--- src/rtl/cv32e40x_pkg.sv ---
// rtl/cv32e40x_pkg.sv - shared multiplier opcodes and multiplier-arbiter types

package cv32e40x_pkg;

    typedef enum logic [0:0] {
        MUL_M32 = 1'b0,
        MUL_H   = 1'b1
    } mul_opcode_e;

    typedef enum logic [0:0] {
        ARB_IDLE = 1'b0,
        ARB_BUSY = 1'b1
    } mul_arb_state_e;

    localparam int MUL_ARB_NUM_REQ = 2;

    typedef struct packed {
        logic        valid;
        mul_opcode_e operator;
        logic [1:0]  signed_mode;
        logic [31:0] op_a;
        logic [31:0] op_b;
        logic        halt;
        logic        kill;
    } mul_req_t;

endpackage

--- src/rtl/cv32e40x_rr_arb2.sv ---
// rtl/cv32e40x_rr_arb2.sv - combinational 2-way round-robin / fixed-priority picker

module cv32e40x_rr_arb2 #(
    parameter bit RR_EN = 1'b1
) (
    input  logic [1:0] req,
    input  logic       last_grant,
    output logic       sel,
    output logic       any
);

    always_comb begin
        any = |req;
        sel = 1'b0;
        if (req == 2'b11) begin
            sel = RR_EN ? ~last_grant : 1'b0;
        end else begin
            sel = req[1];
        end
    end

endmodule

--- src/rtl/cv32e40x_mul_arbiter.sv ---
// rtl/cv32e40x_mul_arbiter.sv - shares one multiplier between the EX stage and an offload requester

module cv32e40x_mul_arbiter
    import cv32e40x_pkg::*;
#(
    parameter bit RR_EN = 1'b1
) (
    input  logic                                      clk,
    input  logic                                      rst_n,
    input  logic        [MUL_ARB_NUM_REQ-1:0]         req_valid_i,
    input  mul_opcode_e [MUL_ARB_NUM_REQ-1:0]         req_operator_i,
    input  logic        [MUL_ARB_NUM_REQ-1:0][1:0]    req_signed_mode_i,
    input  logic        [MUL_ARB_NUM_REQ-1:0][31:0]   req_op_a_i,
    input  logic        [MUL_ARB_NUM_REQ-1:0][31:0]   req_op_b_i,
    input  logic        [MUL_ARB_NUM_REQ-1:0]         req_halt_i,
    input  logic        [MUL_ARB_NUM_REQ-1:0]         req_kill_i,
    input  logic        [MUL_ARB_NUM_REQ-1:0]         req_ready_i,
    output logic        [MUL_ARB_NUM_REQ-1:0]         req_ready_o,
    output logic        [MUL_ARB_NUM_REQ-1:0]         req_valid_o,
    output logic        [MUL_ARB_NUM_REQ-1:0][31:0]   req_result_o,
    output logic                                      mul_valid_o,
    output mul_opcode_e                               mul_operator_o,
    output logic        [1:0]                         mul_signed_mode_o,
    output logic        [31:0]                        mul_op_a_o,
    output logic        [31:0]                        mul_op_b_o,
    output logic                                      mul_halt_o,
    output logic                                      mul_kill_o,
    output logic                                      mul_ready_o,
    input  logic                                      mul_ready_i,
    input  logic                                      mul_valid_i,
    input  logic        [31:0]                        mul_result_i
);

    mul_arb_state_e state_q, state_n;
    logic           owner_q, owner_n;
    logic           last_grant_q, last_grant_n;

    mul_req_t                   req [MUL_ARB_NUM_REQ];
    logic [MUL_ARB_NUM_REQ-1:0] cand;
    logic                       pick, any, sel, grant, done;

    always_comb begin
        for (int i = 0; i < MUL_ARB_NUM_REQ; i++) begin
            req[i] = '{valid:       req_valid_i[i],
                       operator:    req_operator_i[i],
                       signed_mode: req_signed_mode_i[i],
                       op_a:        req_op_a_i[i],
                       op_b:        req_op_b_i[i],
                       halt:        req_halt_i[i],
                       kill:        req_kill_i[i]};
            cand[i] = req_valid_i[i] && !req_kill_i[i];
        end
    end

    cv32e40x_rr_arb2 #(.RR_EN(RR_EN)) u_rr_arb2 (
        .req        (cand),
        .last_grant (last_grant_q),
        .sel        (pick),
        .any        (any)
    );

    // Once a multi-cycle MULH has started the owner keeps the multiplier until done.
    assign sel   = (state_q == ARB_BUSY) ? owner_q : pick;
    assign grant = (state_q == ARB_BUSY) || any;

    assign mul_valid_o       = grant && req[sel].valid;
    assign mul_operator_o    = req[sel].operator;
    assign mul_signed_mode_o = req[sel].signed_mode;
    assign mul_op_a_o        = req[sel].op_a;
    assign mul_op_b_o        = req[sel].op_b;
    assign mul_halt_o        = req[sel].halt;
    assign mul_kill_o        = grant && req[sel].kill;
    assign mul_ready_o       = req_ready_i[sel];

    assign done = (mul_valid_o && !mul_halt_o && mul_ready_i) || mul_kill_o;

    // A killed requester that does not hold the multiplier is released locally.
    always_comb begin
        req_ready_o = req_kill_i;
        req_valid_o = '0;
        if (grant) begin
            req_ready_o[sel] = mul_ready_i;
            req_valid_o[sel] = mul_valid_i;
        end
    end

    assign req_result_o = {MUL_ARB_NUM_REQ{mul_result_i}};

    always_comb begin
        state_n      = state_q;
        owner_n      = owner_q;
        last_grant_n = last_grant_q;
        case (state_q)
            ARB_IDLE: begin
                if (any) begin
                    if (done) begin
                        last_grant_n = sel;
                    end else begin
                        state_n = ARB_BUSY;
                        owner_n = sel;
                    end
                end
            end
            ARB_BUSY: begin
                if (done) begin
                    state_n      = ARB_IDLE;
                    last_grant_n = owner_q;
                end
            end
            default: state_n = ARB_IDLE;
        endcase
    end

    always_ff @(posedge clk or negedge rst_n) begin
        if (!rst_n) begin
            state_q      <= ARB_IDLE;
            owner_q      <= 1'b0;
            last_grant_q <= 1'b1;
        end else begin
            state_q      <= state_n;
            owner_q      <= owner_n;
            last_grant_q <= last_grant_n;
        end
    end

    a_owner_holds_valid: assert property (@(posedge clk) disable iff (!rst_n)
        (state_q == ARB_BUSY) |-> (req_valid_i[owner_q] || req_kill_i[owner_q]));

    a_no_unrequested_result: assert property (@(posedge clk) disable iff (!rst_n)
        mul_valid_i |-> mul_valid_o);

endmodule

--- config.mk ---
export PLATFORM = sky130hd
export DESIGN_NAME = cv32e40x_mul_arbiter
export DESIGN_NICKNAME = d
export VERILOG_FILES = /design/src/rtl/cv32e40x_pkg.sv /design/src/rtl/cv32e40x_rr_arb2.sv /design/src/rtl/cv32e40x_mul_arbiter.sv
export SDC_FILE = /design/constraint.sdc
export NUM_CORES = 1
export LEC_CHECK = 0
export ABC_AREA = 1
export CORE_AREA = 2 2 125 127
export CTS_CLUSTER_DIAMETER = 50
export CTS_CLUSTER_SIZE = 40
export DETAILED_ROUTE_END_ITERATION = 10
export DIE_AREA = 0 0 127 129
export GPL_ROUTABILITY_DRIVEN = 0
export SLEW_MARGIN = 20
export SYNTH_ARGS = -nofsm -noshare
export SYNTH_HDL_FRONTEND = slang
export SYNTH_HIERARCHICAL = 1
export SYNTH_SLANG_ARGS = --single-unit
--- constraint.sdc ---
create_clock -name clk -period 1.5 [get_ports clk]
set_input_delay 0.3 -clock clk [delete_from_list [all_inputs] [get_ports clk]]
set_output_delay 0.3 -clock clk [all_outputs]
set_load 0.1 [all_outputs]
# ---- Word-level counts from Yosys, hierarchy flattened
# Index checks and enable logic that the tools add are counted.
# W data, S select, Z words.
dict set report classes {
  n_lt_le_gt_ge 3
  n_eq_ne 4
  mux 19
  n_bitwise 5
  reduce_logical 15
}
# op count
set op_table {}
lappend op_table {{$mux W70} 3}
lappend op_table {{$mux W1} 10}
lappend op_table {{$logic_and A1 B1 Y1} 7}
lappend op_table {{$reduce_and A3 Y1} 2}
lappend op_table {{$mux W2} 2}
lappend op_table {{$ne A2 B2 Y1 const B} 2}
lappend op_table {{$pmux W1 S2} 2}
lappend op_table {{$logic_not A1 Y1} 3}
lappend op_table {{$not A1 Y1} 3}
lappend op_table {{$and A2 B2 Y2} 1}
lappend op_table {{$bwmux W2} 1}
lappend op_table {{$eq A2 B2 Y1 const B} 1}
lappend op_table {{$ge A2 B2 Y1 const B} 1}
lappend op_table {{$logic_or A1 B1 Y1} 2}
lappend op_table {{$lt A1 B2 Y1 const B} 1}
lappend op_table {{$ne A2 B1 Y1 const B} 1}
lappend op_table {{$not A1 Y2} 1}
lappend op_table {{$reduce_or A2 Y1} 1}
lappend op_table {{$demux W1 S1} 1}
lappend op_table {{$ge A1 B1 Y1 const B} 1}
dict set report word_totals {
  register_bits 3
  out_inout_bits 139
  elab_cells 49
}

# ---- Logic depth before layout (Yosys ltp)
# Gate-level depths: netlist (run 1).
dict set report logic_depth {
  ltp_word 16
  ltp_mapped 13
  ltp_nobuf 13
}

# ---- Hierarchy
# The synthesis (run 1) kept the hierarchy.
# mod instances cells_each area_each_um2 seq_area_each_um2
set modules_own_cells {}
lappend modules_own_cells {cv32e40x_mul_arbiter 1 333 1632.8 76.3}
lappend modules_own_cells {cv32e40x_rr_arb2 1 3 15.0 0.0}

# ---- Worst setup path before layout (run 1)
# OpenSTA, ideal clock, no wires.
dict set report synth_path {
  path_type {input-to-output}
  from {input req_valid_i[1]}
  to {output req_ready_o[1]}
  t_arrival_ps 3004
  required_time_ps 1200
  slack_ps -1804
  stages 8
  path_cell_list {inv_1 -> nor2_1 -> inv_1 -> a21oi_1 -> nand2_2 -> nand2_4 -> nand2_1 -> o21ai_0}
}
dict set report synth_between {
  elab_chain_len 10
}
# item line_no
set synth_rtl {}
lappend synth_rtl {{start, declared} cv32e40x_mul_arbiter.sv:10} ;# input logic [MUL_ARB_NUM_REQ-1:0] req_valid_i,
lappend synth_rtl {{$logic_and A1 B1 Y1 (*)} cv32e40x_mul_arbiter.sv:51} ;# cand[i] = req_valid_i[i] && !req_kill_i[i];
lappend synth_rtl {{via cand[1]} cv32e40x_mul_arbiter.sv:39} ;# logic [MUL_ARB_NUM_REQ-1:0] cand;
lappend synth_rtl {{$eq A2 B2 Y1} cv32e40x_rr_arb2.sv:15} ;# if (req == 2'b11) begin
lappend synth_rtl {{$mux W1 (*)} cv32e40x_rr_arb2.sv:15}
lappend synth_rtl {{via pick} cv32e40x_mul_arbiter.sv:40} ;# logic pick, any, sel, grant, done;
lappend synth_rtl {{$mux W1 (*)} cv32e40x_mul_arbiter.sv:63} ;# assign sel = (state_q == ARB_BUSY) ? owner_q : pick;
lappend synth_rtl {{$lt A1 B2 Y1 (implied by the code) or $ge A1 B1 Y1 (tied branches)} cv32e40x_mul_arbiter.sv:82} ;# req_ready_o[sel] = mul_ready_i;
lappend synth_rtl {{$logic_and A1 B1 Y1 (implied by the code)} cv32e40x_mul_arbiter.sv:82}
lappend synth_rtl {{$mux W1 (implied by the code)} cv32e40x_mul_arbiter.sv:82}
lappend synth_rtl {{$demux W1 S1 (*)} cv32e40x_mul_arbiter.sv:82}
lappend synth_rtl {{$bwmux W2 (*)} cv32e40x_mul_arbiter.sv:82}
lappend synth_rtl {{$mux W2 (*)} cv32e40x_mul_arbiter.sv:81} ;# if (grant) begin
lappend synth_rtl {{end, declared} cv32e40x_mul_arbiter.sv:18} ;# output logic [MUL_ARB_NUM_REQ-1:0] req_ready_o,
# The timed path passes the listed nets; every way through them passes the cells marked *.

# ---- Worst setup path in the final report (run 1)
dict set report layout_path {
  from {register last_grant_q}
  to {output mul_op_a_o[1]}
}
dict set report layout_between {
  elab_chain_len 7
}
# item line_no
set layout_rtl {}
lappend layout_rtl {{start, declared} cv32e40x_mul_arbiter.sv:36} ;# logic last_grant_q, last_grant_n;
lappend layout_rtl {{start signal, assigned} cv32e40x_mul_arbiter.sv:122} ;# last_grant_q <= last_grant_n;
lappend layout_rtl {{$not A1 Y1} cv32e40x_rr_arb2.sv:16} ;# sel = RR_EN ? ~last_grant : 1'b0;
lappend layout_rtl {{$mux W1} cv32e40x_rr_arb2.sv:15}
lappend layout_rtl {{via pick} cv32e40x_mul_arbiter.sv:40}
lappend layout_rtl {{$mux W1} cv32e40x_mul_arbiter.sv:63}
lappend layout_rtl {{$not A1 Y2 (implied by the code)} cv32e40x_mul_arbiter.sv:69} ;# assign mul_op_a_o = req[sel].op_a;
lappend layout_rtl {{$mux W70 (3 in series)} --}
lappend layout_rtl {{end, declared} cv32e40x_mul_arbiter.sv:24} ;# output logic [31:0] mul_op_a_o,
# The timed path passes the listed nets, and every way through them passes these cells. The select of a mux whose other input is x is not followed.

==> results, run 1 <==
- The flow ran to the end, but the final reports show violations.
- The final reports fail on setup timing.
- The clock latency on the worst-skew pair is 0.23 ns.
- The number of detailed-route iterations in the first pass is 6.
- CTS placed an instance of sky130_fd_sc_hd__clkbuf_16 at the clock tree root.
- The number of buffers created by CTS is 3.
- From left edge to right edge, the die measures 127 um.
- The via count of the first global-routing pass came to 2979.
- The actual transition at the worst max-transition pin is 0.340 ns.
- The layout-stage area growth over the synthesis result is 310%.
- Yosys printed 6 warnings.
- The total count of hold-check failures in the final report is 0.
- The number of vias per cell is 3.85.
- Averaged over all synthesized cells, the footprint is just under 5 um^2.
- Of the post-synthesis cell area, the dominant cell type holds 49.9%.
- The average wire per standard cell is 15.0 um.
- The synthesized netlist net count is 514.
- The library cell with the highest instance count after synthesis is sky130_fd_sc_hd__nand2_1.
- The final sum of negative setup slack is -36.56 ns.
- Counting flops with an async set or reset pin after synthesis yields a share of 100%.
- The floorplan step set the die height to 129 um.
- Summing all placed instances gives a cell area of 5810 um^2.
- After detailed placement, the design holds a cell count of 689.
- In the finished design, the share of the clock period the worst path needs comes to 136%.
- The number of placed I/O pins is between 300 and 400.
- Timing would allow up to 0.491 GHz.
- Of the cells placed in the final design, the portion with a size suffix greater than 1 is 66.2%.
- The total routed wirelength is 10700 um.
- The commonest cells after synthesis are sky130_fd_sc_hd__nand2_1 (219), sky130_fd_sc_hd__buf_4 (65), sky130_fd_sc_hd__buf_2 (12), sky130_fd_sc_hd__inv_1 (9), sky130_fd_sc_hd__nand2_2 (7).
- The total overflow left after global routing is 0.
- Ranked by total cell area, the synthesized netlist is headed by sky130_fd_sc_hd__nand2_1 (50%), sky130_fd_sc_hd__buf_4 (30%), sky130_fd_sc_hd__buf_2 (3.6%), sky130_fd_sc_hd__dfrtp_1 (3.0%), sky130_fd_sc_hd__nand2_2 (2.7%).
- Setup repair after global routing could not meet its margin everywhere.
- The data required time of the worst path is 1.20 ns.
- The max-slew violation count came to 0.
- The layout net count is between 700 and 800.
- The floorplan step defined a die boundary enclosing 16400 um^2.
- The end of the worst register-to-register path is owner_q.
- The number of library cell types mapped by synthesis is 19.
- In this run the critical register-to-register path is launched from last_grant_q.
- The startpoint type of the worst setup path is a flip-flop.
- Setup slack on the worst reg-to-reg path comes out at -0.26 ns.
- The detail route stage leaves a number of antenna-violating nets equal to 0.
- The count of unresolved DRC violations after routing is 0.
- The gate count of the mapped netlist is 336.
- In the post-route analysis, the smallest setup slack over all paths is -0.535 ns.
- After floorplanning, the core was divided into between 40 and 50 placement rows.
- The clock slew at the register clock pins of the worst setup and hold paths is ~0.030 ns.
- Yosys mapped a number of flops with a built-in enable equal to 0.
- The sort of element at the end of the critical path is an output pin.
- TritonCTS built the clock tree.
- The count of placed standard cells in the final layout, fillers left out is 712.
- The count of input and output buffers is 220.
- The initial antenna violation count is 1.
- The worst slack after detailed placement is -0.828 ns.
- Summed over all instances, the cell type with the most area after synthesis is sky130_fd_sc_hd__nand2_1.
- The most used flip-flop cell after synthesis is sky130_fd_sc_hd__dfrtp_1.
- The worst setup path is of the flip-flop to output pin kind.
- The number of storage elements in the synthesis netlist is 3.
- The largest net degree at the start of global routing is 33.
- The maximum number of buffers from clock root to sink is 2.
- In this run, the number of DRC markers left after iteration 0 of detailed routing was 55.
- The core box area is between 10000 and 15000 um^2.
- The post-route standard cell area excluding fillers is 6750 um^2.
- Measured against its own limit, the worst slew margin works out to 77.3%.
- The share of synthesized area occupied by flip-flops and latches is under 10%.
- The worst hold path belongs to the class input port to asynchronous set/reset pin.
- In this run the number of H-tree levels came out at 1.
- After legalization and detailed placement, the total HPWL measured 8180 um.
- The clock net sink count is 3.
- The synthesized netlist occupies a cell area of 1650 um^2.
- The worst setup skew after layout is about 0.0024 ns.
- Setup violations remaining at the end of the flow were counted as 78.
- The number of vias after detailed routing is approximately 2700.
- The post-route minimum period is 2.04 ns.
- The reported max-cap violation count is 0.
- The initial utilization of the core area, before any placement, comes to between 10% and 20%.
- The largest fanout of any net on the critical path is 7.
- The data arrival at the endpoint of the critical path is 1.74 ns.
- The cell count of the worst reg-to-reg path is 12.
- The first global-routing pass estimated 15300 um of wire.
- Across every metal layer, demand over resource in global routing totals 11.6%.
-- final cells by class --
class                      count  area, um^2
multi-input combinational    247        2860
timing repair buffer         259        3460
inverter                      10        41.3
sequential                     3        76.3
clock buffer                   4        78.8
tap                          188         235
fill                        1391        8230
antenna                        1        2.50
-- placed cells by master (no fill, tap or decap), types with 2 or more instances in the layout --
master                            Yosys  final
sky130_fd_sc_hd__inv_2                1      3
sky130_fd_sc_hd__nand2_8              0     79
sky130_fd_sc_hd__buf_6                1      8
sky130_fd_sc_hd__nand2_1            219     22
sky130_fd_sc_hd__nand3_4              0      4
sky130_fd_sc_hd__dfrtp_1              2      2
sky130_fd_sc_hd__nand2_2              7     90
sky130_fd_sc_hd__clkbuf_16            0      7
sky130_fd_sc_hd__nand2_4              1     38
sky130_fd_sc_hd__o21ai_4              0      2
sky130_fd_sc_hd__buf_2               12      2
sky130_fd_sc_hd__clkdlybuf4s50_1      0    141
sky130_fd_sc_hd__buf_4               65     17
sky130_fd_sc_hd__inv_1                9      6
sky130_fd_sc_hd__nor2_4               0      3
sky130_fd_sc_hd__nor2_2               1      2
sky130_fd_sc_hd__buf_12               0     83
-- flip-flops by register name, indices dropped and copies added (netlist names) --
name          count
state_q           1
last_grant_q      1
owner_q           1
-- logic make-up after synthesis --
kind of cell | count (synthesis) | share of synthesized area (%)
compound gates | 4 | 1.21
buf+inv | 88 | 36.2
flops | 3 | 4.63
simple gates | 241 | 57.9
-- worst max path at each step --
stage	cells after the start	endpoint	slack (ns)	start
6_report	9	mul_op_a_o[1]	-0.54	last_grant_q
3_5_place_dp	11	mul_signed_mode_o[1]	-0.83	req_valid_i[0]
5_1_grt	9	req_valid_o[0]	-0.59	last_grant_q
2_1_floorplan	7	req_ready_o[0]	-0.35	last_grant_q
4_1_cts	8	mul_op_a_o[4]	-0.54	last_grant_q
3_3_place_gp	12	mul_op_b_o[21]	-0.82	req_valid_i[1]
-- metal layers --
metal	up-vias	track usage, %	routed length, um
met1	1275	12.2	3510
li1	1313	-	-
met5	-	0	0
met2	141	22.5	6160
met4	0	2.33	98
met3	11	3.58	938
-- worst max-delay path, stage by stage (launching register included) --
cell	delay, ns
sky130_fd_sc_hd__dfstp_2	0.55
sky130_fd_sc_hd__a21oi_4	0.08
sky130_fd_sc_hd__inv_2	0.07
sky130_fd_sc_hd__nand2_4	0.08
sky130_fd_sc_hd__nand2_8	0.13
sky130_fd_sc_hd__buf_4	0.14
sky130_fd_sc_hd__buf_12	0.14
sky130_fd_sc_hd__nand2_4	0.08
sky130_fd_sc_hd__nand2_8	0.07
sky130_fd_sc_hd__buf_12	0.16
-- what timing repair did --
action	in CTS	in global routing
pin swaps	12	11
gates cloned	3	8
setup buffers	10	4
hold buffers	0	0
resized for setup	99	84
endpoints found under the setup margin	78	78
-- through the flow --
stage                     hold slack [ns]  utilization (%)
after floorplan                   0.00441                -
after global placement              0.487             38.8
after detailed placement            0.490             38.8
after CTS                           0.254             42.5
after global routing                0.259             45.1
final                               0.253             45.1
Power of run 1 is left out: the tool's default activity adds up to more than one toggle a clock period on the data nets, which glitch-free logic cannot reach.
==> run 2, diff against run 1 <==
--- a/config.mk
+++ b/config.mk
@@ -7,6 +7,7 @@
 export LEC_CHECK = 0
 export ABC_AREA = 1
 export CORE_AREA = 2 2 125 127
+export CTS_BUF_LIST = sky130_fd_sc_hd__clkbuf_8 sky130_fd_sc_hd__clkbuf_16
 export CTS_CLUSTER_DIAMETER = 50
 export CTS_CLUSTER_SIZE = 40
 export DETAILED_ROUTE_END_ITERATION = 10
==> results, run 2 (same netlist as run 1, synthesis figures left out) <==
- The flow ran to the end, but the final reports show violations.
- The checks that failed: setup timing.
- The max-slew violation count is 0 (unchanged).
- The largest registers in the layout are last_grant_q x1, owner_q x1, state_q x1.
- The worst slack after detailed placement is -0.828 ns (unchanged).
- The via count of the first global-routing pass is 2979 (unchanged).
- The initial detailed-routing violation count is 55 (unchanged).
- Clock tree synthesis selected as its root buffer the cell sky130_fd_sc_hd__clkbuf_16.
- Walking the worst path, the cells encountered are a21oi_4 -> inv_2 -> nand2_4 -> nand2_8 -> buf_4 -> buf_12 -> nand2_4 -> nand2_8 -> buf_12.
- The largest fanout of any net on the critical path is 7 (unchanged).
- The first-pass GRT wire length is 15300 um (unchanged).
- The total die area is 16400 um^2 (unchanged).
- The data required time of the worst path is 1.20 ns (about the same).
- The post-route minimum period is 2.04 ns (-0.0000120 ns).
- The count of input and output buffers is 220 (unchanged).
- The final hold slack is 0.253 ns (-0.000145 ns).
- The number of detailed-route iterations in the first pass was 6 (unchanged).
- The data arrival at the endpoint of the critical path came to 1.74 ns (about the same).
- The total instance count after detailed placement is 689 (unchanged).
- The largest net degree at the start of global routing is 33 (unchanged).
- The layout-stage area growth over the synthesis result is 310% (unchanged).
- The reported max-cap violation count was 0 (unchanged).
- The TritonCTS clock tree is built.
- The critical path start-end classification is flip-flop to output pin.
- The initial antenna violation count is 1 (unchanged).
- The remaining number of nets flagged by the antenna check after routing is 0 (unchanged).
- The worst slew margin relative to its limit came to 77.3% (unchanged).
- The placed standard-cell area came to 5810 um^2 (unchanged).
- The biggest cell delay along the critical path is 0.55 ns (about the same).
- The half-perimeter wire length after placement came to 8180 um (unchanged).
- STA classifies the critical path startpoint as a flip-flop.
- The final worst-path setup slack is -0.535 ns (+0.0000120 ns).
- The count of endpoints failing setup in the final report is 78 (unchanged).
- The overall die width came to 127 um (unchanged).
- The post-route standard cell area excluding fillers came to 6750 um^2 (unchanged).
- The number of buffers created by CTS is 3 (unchanged).
- The number of placed I/O pins is 317 (unchanged).
- The number of vias after detailed routing is 2740 (unchanged).
- The total routing resource utilization after global routing is 11.6% (unchanged).
- The clock latency on the worst-skew pair came to 0.23 ns (about the same).
- The count of placed standard cells in the final layout, fillers left out was 712 (unchanged).
- The maximum number of buffers from clock root to sink is 2 (unchanged).
- The clock slew at the register clock pins of the worst setup and hold paths is 0.03 ns (about the same).
- The total count of hold-check failures in the final report is 0 (unchanged).
- The overall overflow remaining after global route came to 0 (unchanged).
- The count of unresolved DRC violations after routing is 0 (unchanged).
- The final clock period utilization by the worst path is 136% (about the same).
- The total number of H-tree levels is 1 (unchanged).
- The number of placement rows is 45 (unchanged).
- The total routed wirelength was 10700 um (about the same).
- The cts-stage hold buffer count came to 0 (unchanged).
- In this run the worst hold path is classified as input port to asynchronous set/reset pin.
- The achievable frequency is 0.491 GHz (about the same).
- The worst setup skew after layout is 0.00252 ns (+0.000126 ns).
- The worst setup path is captured at an output pin.
- The most frequent standard cell in the layout excluding fill and tap cells is sky130_fd_sc_hd__clkdlybuf4s50_1.
- The core box area came to 15000 um^2 (unchanged).
- The layout net count came to 702 (unchanged).
- The critical path buffer and inverter count is 4 (unchanged).
- In the layout the commonest cells are sky130_fd_sc_hd__clkdlybuf4s50_1 (141), sky130_fd_sc_hd__nand2_2 (90), sky130_fd_sc_hd__buf_12 (83), sky130_fd_sc_hd__nand2_8 (79), sky130_fd_sc_hd__nand2_4 (38).
- The actual transition at the worst max-transition pin came to 0.340 ns (+0.000000358 ns).
- The average wire per standard cell is 15.0 um (about the same).
- Setup repair after global routing could not meet its margin everywhere.
- On the critical path the largest part of the delay comes from flip-flops.
- The chip height is 129 um (unchanged).
- Among all stages on the critical path, the largest delay is contributed by sky130_fd_sc_hd__dfstp_2.
- The ratio of cells with drive above 1 in the final layout is 66.2% (unchanged).
- The clock net sink count is 3 (unchanged).
- The number of vias per cell came to 3.85 (unchanged).
- The starting utilization of the core area was 11.0% (unchanged).
run 2: changes by cell type in the layout (fill, tap and decap cells not counted), sizes merged:
cell	delta
clkbuf	-1
inv	+1
run 2: layout make-up:
| cell class | instances | area (um^2) |
|---|---|---|
| Clock buffer | 3 | 75.1 |
| Fill cell | 1391 | 8230 |
| Multi-Input combinational cell | 247 | 2860 |
| Timing Repair Buffer | 259 | 3460 |
| Inverter | 10 | 41.3 |
| Tap cell | 188 | 235 |
| Clock inverter | 1 | 3.75 |
| Antenna cell | 1 | 2.50 |
| Sequential cell | 3 | 76.3 |
run 2: metal layers:
metal | routed length [um] | vias up | global-route usage (%)
met3 | 938 | 11 | 3.58
met1 | 3510 | 1275 | 12.2
li1 | - | 1313 | -
met2 | 6160 | 141 | 22.5
met4 | 98 | 0 | 2.33
met5 | 0 | - | 0
run 2: final timing paths:
path | start | to | slack, ns | cells past startpoint
max reg2reg | last_grant_q | owner_q | -0.26 | 12
min | rst_n | state_q | 0.25 | 1
max in group asynchronous | rst_n | last_grant_q | 1.03 | 1
max | last_grant_q | mul_op_a_o[1] | -0.54 | 9
min in group clk | mul_result_i[12] | req_result_o[12] | 0.60 | 0
min reg2reg | owner_q | owner_q | 0.64 | 3
run 2: stage by stage:
stage	util, %	setup TNS [ns]
3_3_place_gp	38.8	-58.35
6_report	45.1	-36.56
3_5_place_dp	38.8	-59.18
2_1_floorplan	-	-8.91
5_1_grt	45.1	-41.04
4_1_cts	42.5	-36.99
run 2: worst reg2reg max path: cells and delay by family, from the launching register on:
| kind | cells | cell delay [ns] |
|---|---|---|
| AOI/OAI and AO/OA | 1 | 0.08 |
| buffers and inverters | 4 | 0.47 |
| DFF | 1 | 0.55 |
| and+or+nand+nor | 7 | 0.55 |
run 2: repair_timing:
| item | 4_1_cts | 5_1_grt |
|---|---|---|
| setup buffers | 10 | 4 |
| endpoints found under the setup margin | 78 | 78 |
| pin swaps | 12 | 11 |
| gates resized for setup | 99 | 84 |
| cloned | 3 | 8 |
Power of run 2 is left out for the same reason.
==> run 3, diff against run 2 <==
--- a/config.mk
+++ b/config.mk
@@ -6,12 +6,12 @@
 export NUM_CORES = 1
 export LEC_CHECK = 0
 export ABC_AREA = 1
-export CORE_AREA = 2 2 125 127
+export CORE_AREA = 3 3 122 124
 export CTS_BUF_LIST = sky130_fd_sc_hd__clkbuf_8 sky130_fd_sc_hd__clkbuf_16
 export CTS_CLUSTER_DIAMETER = 50
 export CTS_CLUSTER_SIZE = 40
 export DETAILED_ROUTE_END_ITERATION = 10
-export DIE_AREA = 0 0 127 129
+export DIE_AREA = 0 0 125 127
 export GPL_ROUTABILITY_DRIVEN = 0
 export SLEW_MARGIN = 20
 export SYNTH_ARGS = -nofsm -noshare
==> results, run 3 (same netlist as run 1, synthesis figures left out) <==
- The clock net sink count is 3 (unchanged).
- The path category of the worst min-delay check is input port to asynchronous set/reset pin.
- The clock slew at the register clock pins of the worst setup and hold paths came to 0.03 ns (about the same).
- The actual transition at the worst max-transition pin is 0.243 ns (-0.0972 ns).
- STA classifies the critical path startpoint as a flip-flop.
- The cell sitting at the root of the clock tree is a sky130_fd_sc_hd__clkbuf_16.
- The biggest cell delay along the critical path is 0.54 ns (about the same).
- The worst reg-to-reg setup slack is -0.32 ns (-0.06 ns).
- Setup repair after global routing could not meet its margin everywhere.
- The maximum number of buffers from clock root to sink is 2 (unchanged).
- The critical path start-end classification is flip-flop to output pin.
- The achievable frequency is 0.476 GHz (-3.1%).
- The data required time of the worst path is 1.20 ns (about the same).
- The number of buffers created by CTS came to 3 (unchanged).
- The number of vias per cell was 3.97 (+3.2%).
- The remaining number of nets flagged by the antenna check after routing is 0 (unchanged).
- The count of input and output buffers came to 220 (unchanged).
- The run finished, with violations left.
- The core box area is 13900 um^2 (-7.3%).
- The most frequent standard cell in the layout excluding fill and tap cells is sky130_fd_sc_hd__clkdlybuf4s50_1.
- The worst setup skew after layout was 0.00170 ns (-0.000825 ns).
- The number of placement rows was 43 (-4.4%).
- The category of cells accounting for the largest share of critical-path delay is buffers and inverters.
- The starting utilization of the core area is 11.9% (+0.87 points).
- The final sum of negative setup slack is -42.22 ns (-5.65 ns).
- The number of fill cells is 1090 (-22%).
- The ratio of cells with drive above 1 in the final layout was 69.3% (+3.1 points).
- The total die area was 15900 um^2 (-3.1%).
- The cts-stage hold buffer count is 0 (unchanged).
- The overall die width is 125 um (-1.6%).
- The number of placed I/O pins was 317 (unchanged).
- The layout net count is 713 (+1.6%).
- The final worst-path setup slack is -0.600 ns (-0.0644 ns).
- The max-slew violation count is 0 (unchanged).
- The worst slack after detailed placement is -0.855 ns (-0.0268 ns).
- The data arrival at the endpoint of the critical path is 1.80 ns (+0.06 ns).
- The via count of the first global-routing pass was 3311 (+11%).
- The chip height is 127 um (-1.6%).
- The largest fanout of any net on the critical path is 6 (-1).
- The initial antenna violation count is 0 (-1).
- The number of detailed-route iterations in the first pass is 4 (-2).
- The final clock period utilization by the worst path was 140% (+4.3 points).
- The average wire per standard cell is 17.0 um (+13%).
- The total count of hold-check failures in the final report was 0 (unchanged).
- The final hold slack is 0.259 ns (+0.00594 ns).
- The count of unresolved DRC violations after routing was 0 (unchanged).
- The number of vias after detailed routing is 2836 (+3.5%).
- The number of diodes added for antenna fixing came to 0 (-1).
- The worst slew margin relative to its limit came to 83.8% (+6.5 points).
- Tracing the worst setup path back leads to its startpoint at last_grant_q.
- The signal on the critical path passes through a21oi_2 -> buf_4 -> nand2_4 -> nand2_8 -> buf_12 -> clkbuf_16 -> nand2_4 -> nand2_8 -> buf_12.
- The critical path buffer and inverter count is 4 (unchanged).
- The clock latency on the worst-skew pair came to 0.23 ns (about the same).
- The total instance count after detailed placement is 680 (-1.3%).
- In the final layout, the registers with the most flip-flops are last_grant_q x1, owner_q x1, state_q x1.
- The overall overflow remaining after global route is 0 (unchanged).
- STA classifies the critical path endpoint as an output pin.
- The post-route minimum period came to 2.10 ns (+0.0644 ns).
- The TritonCTS clock tree is built.
- The count of placed standard cells in the final layout, fillers left out is 714 (+0.28%).
- The cell count of the worst reg-to-reg path is 13 (+1).
- The initial detailed-routing violation count is 28 (-49%).
- The source of the worst register-to-register timing path is last_grant_q.
- The reported max-cap violation count is 0 (unchanged).
- The total routed wirelength is 12100 um (+14%).
- The first-pass GRT wire length is 18400 um (+21%).
- The checks that failed: setup timing.
- Leaving out fill and tap cells, the most frequent cells in the layout are sky130_fd_sc_hd__clkdlybuf4s50_1 (141), sky130_fd_sc_hd__nand2_8 (138), sky130_fd_sc_hd__buf_12 (85), sky130_fd_sc_hd__nand2_2 (42), sky130_fd_sc_hd__nand2_4 (40).
- The largest net degree at the start of global routing came to 17 (-48%).
- Relative to the synthesized area, the layout overhead comes to 380%.
- The end of the worst register-to-register path is owner_q.
- The total number of H-tree levels is 1 (unchanged).
- The total routing resource utilization after global routing is 14.8% (+3.2 points).
- The count of endpoints failing setup in the final report is 78 (unchanged).
- The slowest stage of the critical path belongs to the cell sky130_fd_sc_hd__dfstp_2.
- The half-perimeter wire length after placement is 8140 um (-0.51%).
-- run 3: changes by cell type in the layout (fill, tap and decap cells not counted), moves of 2 or more --
cell                        before  now
sky130_fd_sc_hd__buf_6           8   10
sky130_fd_sc_hd__buf_12         83   85
sky130_fd_sc_hd__nand2_8        79  138
sky130_fd_sc_hd__nand2_1        22    7
sky130_fd_sc_hd__buf_16          1   13
sky130_fd_sc_hd__clkbuf_16       7    5
sky130_fd_sc_hd__nand2_2        90   42
sky130_fd_sc_hd__nand2_4        38   40
-- run 3: worst max path at each step --
stage | to | slack [ns] | depth (start not counted)
detailed placement | mul_op_b_o[29] | -0.86 | 11
CTS | mul_op_a_o[7] | -0.58 | 9
global placement | mul_op_b_o[31] | -0.80 | 12
finish | mul_op_b_o[5] | -0.60 | 9
global route | mul_op_b_o[5] | -0.64 | 9
floorplan | req_ready_o[0] | -0.35 | 7
-- run 3: final cells by class --
cell class	count	area [um^2]	share of cell area, %
Timing Repair Buffer	272	3790	48.0
Multi-Input combinational cell	245	3690	46.7
Tap cell	180	225	2.85
Sequential cell	3	76.3	0.965
Clock buffer	3	75.1	0.949
Inverter	10	41.3	0.522
Clock inverter	1	3.75	0.0475
-- run 3: routing by layer --
layer	vias up	GRT usage (%)	routed length, um
met5	-	0	0
met3	18	4.01	921
li1	1342	-	-
met1	1331	14.5	3910
met2	145	30.0	7120
met4	0	4.34	198
-- run 3: per-stage QoR --
step	util (%)	area, um^2
2_1_floorplan	-	2940
3_3_place_gp	41.6	5780
3_5_place_dp	41.6	5780
4_1_cts	55.0	7630
5_1_grt	57.0	7910
6_report	57.0	7910
-- run 3: what timing repair did --
item                                    in CTS  in global routing
endpoints found under the setup margin      78                 78
resized for setup                          294                 38
setup buffers                               18                  1
cloned                                      12                  2
pin swaps                                   29                 11
Power of run 3 is left out for the same reason.
